## config.mk

```make
export PLATFORM = sky130hd
export DESIGN_NAME = postfix_eval
export DESIGN_NICKNAME = d
export VERILOG_FILES = /design/src/rtl/postfix_eval.sv
export SDC_FILE = /design/constraint.sdc
export NUM_CORES = 1
export LEC_CHECK = 0
export CAP_MARGIN = 0
export CORE_ASPECT_RATIO = 0.8
export CORE_MARGIN = 5
export CORE_UTILIZATION = 50
export DETAILED_ROUTE_END_ITERATION = 8
export HOLD_SLACK_MARGIN = 0.1
export PLACE_DENSITY = 0.64
export SLEW_MARGIN = 5
export SYNTH_ARGS = -nofsm -noshare
export SYNTH_HDL_FRONTEND = slang
export SYNTH_SLANG_ARGS = --single-unit
```

## constraint.sdc

```tcl
create_clock -name clk -period 16.9 [get_ports clk]
set_clock_uncertainty 0.1 [all_clocks]
set_input_delay 3.38 -clock clk [delete_from_list [all_inputs] [get_ports clk]]
set_output_delay 3.38 -clock clk [all_outputs]
set_load 0.02 [all_outputs]
```

## src/rtl/postfix_eval.sv

```systemverilog
// Stack evaluator for single-digit ASCII postfix expressions; one char per cycle, result on a done pulse.
// Define POSTFIX_EVAL_DIV_EN to accept '/' as signed truncating division.
//
// state | meaning
// IDLE  | waiting for valid; the next valid char starts a fresh expression
// ACC   | accumulating an expression; valid low closes it and pulses done
module postfix_eval #(
  parameter int W     = 16,
  parameter int DEPTH = 16
) (
  input  logic         clk,
  input  logic         reset,
  input  logic         valid,
  input  logic [7:0]   postfix,
  output logic         done,
  output logic [W-1:0] result,
  output logic         error
);

  localparam int SPW = $clog2(DEPTH + 1);
  localparam int AW  = (DEPTH > 1) ? $clog2(DEPTH) : 1;

  typedef enum logic [0:0] {IDLE, ACC} state_t;

  state_t         state_q, state_d;
  logic [SPW-1:0] sp_q;
  logic           err_q;
  logic [W-1:0]   stack [DEPTH];

  logic [SPW-1:0] base_sp;
  logic           base_err;
  logic [AW-1:0]  top_idx, sec_idx, push_idx;
  logic [W-1:0]   opa, opb, alu, digit;
  logic           push, pop2, set_err;

  // A new expression starts from an empty stack and a clear error, without a cycle of its own.
  assign base_sp  = (state_q == IDLE) ? '0 : sp_q;
  assign base_err = (state_q == IDLE) ? 1'b0 : err_q;

  assign top_idx  = AW'(base_sp - SPW'(1));
  assign sec_idx  = AW'(base_sp - SPW'(2));
  assign push_idx = AW'(base_sp);
  assign opb      = stack[top_idx];
  assign opa      = stack[sec_idx];
  assign digit    = {{(W-4){1'b0}}, postfix[3:0]};

  always_comb begin
    state_d = state_q;
    case (state_q)
      IDLE:    if (valid)  state_d = ACC;
      ACC:     if (!valid) state_d = IDLE;
      default: state_d = IDLE;
    endcase
  end

  always_comb begin
    push    = 1'b0;
    pop2    = 1'b0;
    set_err = 1'b0;
    alu     = '0;
    if (valid && !base_err) begin
      if (postfix >= 8'h30 && postfix <= 8'h39) begin
        if (base_sp == SPW'(DEPTH)) set_err = 1'b1;
        else                        push    = 1'b1;
      end else begin
        case (postfix)
          8'h2B: alu = opa + opb;
          8'h2D: alu = opa - opb;
          8'h2A: alu = opa * opb;
`ifdef POSTFIX_EVAL_DIV_EN
          8'h2F: alu = (opb == '0) ? '0 : W'($signed(opa) / $signed(opb));
`endif
          default: set_err = 1'b1;
        endcase
        if (!set_err) begin
          if (base_sp < SPW'(2)) set_err = 1'b1;
`ifdef POSTFIX_EVAL_DIV_EN
          else if (postfix == 8'h2F && opb == '0) set_err = 1'b1;
`endif
          else pop2 = 1'b1;
        end
      end
    end
  end

  always_ff @(posedge clk or posedge reset) begin
    if (reset) begin
      state_q <= IDLE;
      sp_q    <= '0;
      err_q   <= 1'b0;
      done    <= 1'b0;
      result  <= '0;
      error   <= 1'b0;
    end else begin
      state_q <= state_d;
      done    <= 1'b0;
      if (valid) begin
        err_q <= base_err | set_err;
        if (push)      sp_q <= base_sp + SPW'(1);
        else if (pop2) sp_q <= base_sp - SPW'(1);
        else           sp_q <= base_sp;
      end else if (state_q == ACC) begin
        done <= 1'b1;
        if (!err_q && sp_q == SPW'(1)) begin
          result <= stack[top_idx];
          error  <= 1'b0;
        end else begin
          result <= '0;
          error  <= 1'b1;
        end
      end
    end
  end

  // Stack contents need no reset: the pointer alone defines what is live.
  always_ff @(posedge clk) begin
    if (push)      stack[push_idx] <= digit;
    else if (pop2) stack[sec_idx]  <= alu;
  end

endmodule

```

==> metrics.txt <==
ANT nets after route=0; YS warnings=0; Worst path depth=26; cell area after layout=around 21000 sq um; final slew viol count=0; standard-cell rows=between 60 and 70; ys async rst share=about 8.9%; Worst setup EP type=register; Max Cap Viol=0; area leader, netlist=edfxtp_1; post-CTS setup buffers=0; initial antenna violation count=0; root buf cell=clkbuf_16; HP Class=register to register; GRT overflow=0; Worst-path clk slew=about 0.070 ns; # setup viols final=0; DR vias/cell=between 6 and 7; Mapped Nets=between 1500 and 2000; I/O pin total=29; Post-Syn Area per Cell=between 10 and 15 sq um; first-pass GRT wire length=92.7 mm; GRT Overall Usage=approximately 29%; worst hold stages=2; met1 Use GR=a little over two fifths; Lkg Pwr=8.11 nW; Crit Path Class=register to register; routed len/inst=~27 um; RSZ-0062 raised after global routing=false; synth cell count leaders=edfxtp_1 (256), nor2_1 (177), inv_1 (150); worst path buffer plus inverter count=5; M2 GR Usage=a little over two fifths; DRC viols=0; number of enable flip-flop cells after synthesis=approximately 260; Gate Count Post-Synth=about 1800; Initial Utilization=50.3%; WP data required=17.03 ns; Place WS=between 6 and 7 ns; TritonRoute pass-1 iters=6; setup slack after layout=6.53 ns; die area=approximately 42000 sq um; DRT iter0 DRCs=2601; post-layout min period=roughly 10 ns; Core Footprint=roughly 38000 sq um; # port buffers=28; TritonCTS clock tree=yes; Cell Area, Synth=about 19000 sq um; outcome=finished clean; worst slew pin tran=between 1 and 1.5 ns; crit path max-delay cell type=dfrtp_4; FMAX=approximately 96 MHz; top cell type's share of synthesized area=around two fifths; Critical Path Source Type=register; most common flop cell mapped by yosys=edfxtp_1; # hold bufs at CTS=0; nets@finish=a little under 2000; Post-Route WL=61.9 mm; Pwr Density=approximately 78 nW/um^2; Area contributors post-synth=edfxtp_1 (40%), fa_1 (8.5%), ha_1 (4.3%); number of H-tree levels=1; width of the die=about 230 um; critical-path maximum fanout=between 50 and 60; via count=~15000; Final period util=between 60% and 70%; Die Ht=between 150 and 200 um; worst ir drop on vdd=approximately 0.075 mV; arrival time worst endpoint=roughly 11 ns; largest net degree at the start of global routing=63; CP delay by family, top=adder cells; GP Congestion=a little over 0.9; Sum Neg Setup Slack=0 ns; Max-slew headroom=roughly 27%; slowest stage delay, CP=about 0.9 ns; met3 GRT Util=5.12%; diode count=0; dpl hpwl=40.9 mm; Yosys cell types=97; clk_lat worst skew=0.57 ns; share of cells above drive strength 1=between 10 and 15%; instance area at placement=19800 sq um; register area share after synthesis=a little over two fifths; Longest Clk Path Bufs=3; most numerous cell in the Yosys netlist=edfxtp_1; CTS Buf Count=29; Hold Slack=0.383 ns; FF+latch count, synth=~280; clk sinks=between 200 and 300; Finished Core Util=a little over half; post-CTS sizing=0; cell depth of the worst flop-to-flop path=26; vias in the first global route=between 10000 and 15000; Final Hold Viols=0; Area Overhead vs Synth=8.25%; GR peak layer=met1
-- routing by layer --
metal,part of all wire [%],vias to the layer above,routed length (um)
met1,42,7467,26300
li1,-,6409,-
met2,42,1049,25900
met4,3.5,0,2190
met5,0,-,0
met3,12,150,7520
-- kinds of logic (layout without fill, tap and decap cells) --
kind of cell               after synthesis  in the layout  synth area share [%]
and+or+nand+nor                        461            461                  11.3
AOI/OAI and AO/OA                      424            424                  15.2
DFF                                    281            281                  43.5
buffers and inverters                  269            284                  6.72
adders and majority gates              147            147                  12.8
muxes                                  127            127                  7.43
xor gates and xnor gates                61             61                  3.05
-- worst reg2reg max path: stages (launching register included) --
cell and delay, ns:
dfrtp_4 0.88, buf_4 0.66, buf_4 0.75, nand3_1 0.50, o221ai_1 0.35, o21ai_0 0.17
o21ai_2 0.65, inv_1 0.38, nand2b_1 0.19, fa_1 0.44, fa_1 0.51, inv_1 0.05
fa_1 0.48, fa_1 0.49, inv_1 0.04, fa_1 0.49, fa_1 0.40, xnor2_1 0.18
xnor2_1 0.15, xnor2_1 0.16, xnor2_1 0.16, xnor2_1 0.16, xnor2_1 0.14, xnor3_1 0.41
xnor3_1 0.19, xor2_1 0.16, o32ai_2 0.79
-- power breakdown --
group          switching (mW)  leakage, nW  total (mW)  internal (mW)
combinational           0.145         4.54       0.229         0.0839
clock                   0.276        0.448       0.637          0.361
sequential            0.00286         3.13       0.754          0.751
total                   0.424         8.11        1.62           1.20
-- stage by stage --
stage	total power, mW	std cells
finish	1.62	2280
detailed placement	0.990	2228
floorplan	0.929	1770
global route	1.67	2280
CTS	1.62	2280
global placement	0.988	2228
-- final timing paths --
| kind | from | end | slack, ns |
|---|---|---|---|
| worst max-delay path | sp_q[0]$_DFFE_PP0P_ | stack[1][15]$_DFFE_PP_ | 6.53 |
| worst min-delay path | result[2]$_DFFE_PP0P_ | result[2]$_DFFE_PP0P_ | 0.38 |
| worst max register to register | sp_q[0]$_DFFE_PP0P_ | stack[1][15]$_DFFE_PP_ | 6.53 |
| worst min register to register | result[2]$_DFFE_PP0P_ | result[2]$_DFFE_PP0P_ | 0.38 |
| max in group asynchronous | reset | sp_q[0]$_DFFE_PP0P_ | 12.71 |
| min in group asynchronous | reset | result[1]$_DFFE_PP0P_ | 3.25 |
-- layout make-up --
type	instances	area, sq um
tap	495	619
inverter	152	571
clock buffer	36	752
fill	3268	17300
sequential	281	8320
multi-input combinational	1220	9600
clock inverter	16	163
timing repair buffer	80	671
-- layout by cell type (no fill, tap or decap), types with 40 or more instances in the layout --
cell type | synthesis | layout
edfxtp_1 | 256 | 256
o21ai_0 | 71 | 71
inv_1 | 150 | 150
o221ai_1 | 44 | 44
xnor2_1 | 40 | 40
nand2_1 | 117 | 117
mux2i_1 | 55 | 55
nor2_1 | 177 | 161
fa_1 | 81 | 81
a21oi_1 | 82 | 81
buf_4 | 17 | 52
mux2_2 | 64 | 64
o22ai_1 | 67 | 67
ha_1 | 66 | 66
-- flip-flops by register name, indices dropped and copies added (netlist names) --
register	cells
err_q	1
sp_q	5
state_q	1
error	1
stack	256
done	1
result	16
No activity file was read; power rests on OpenSTA's default activity.
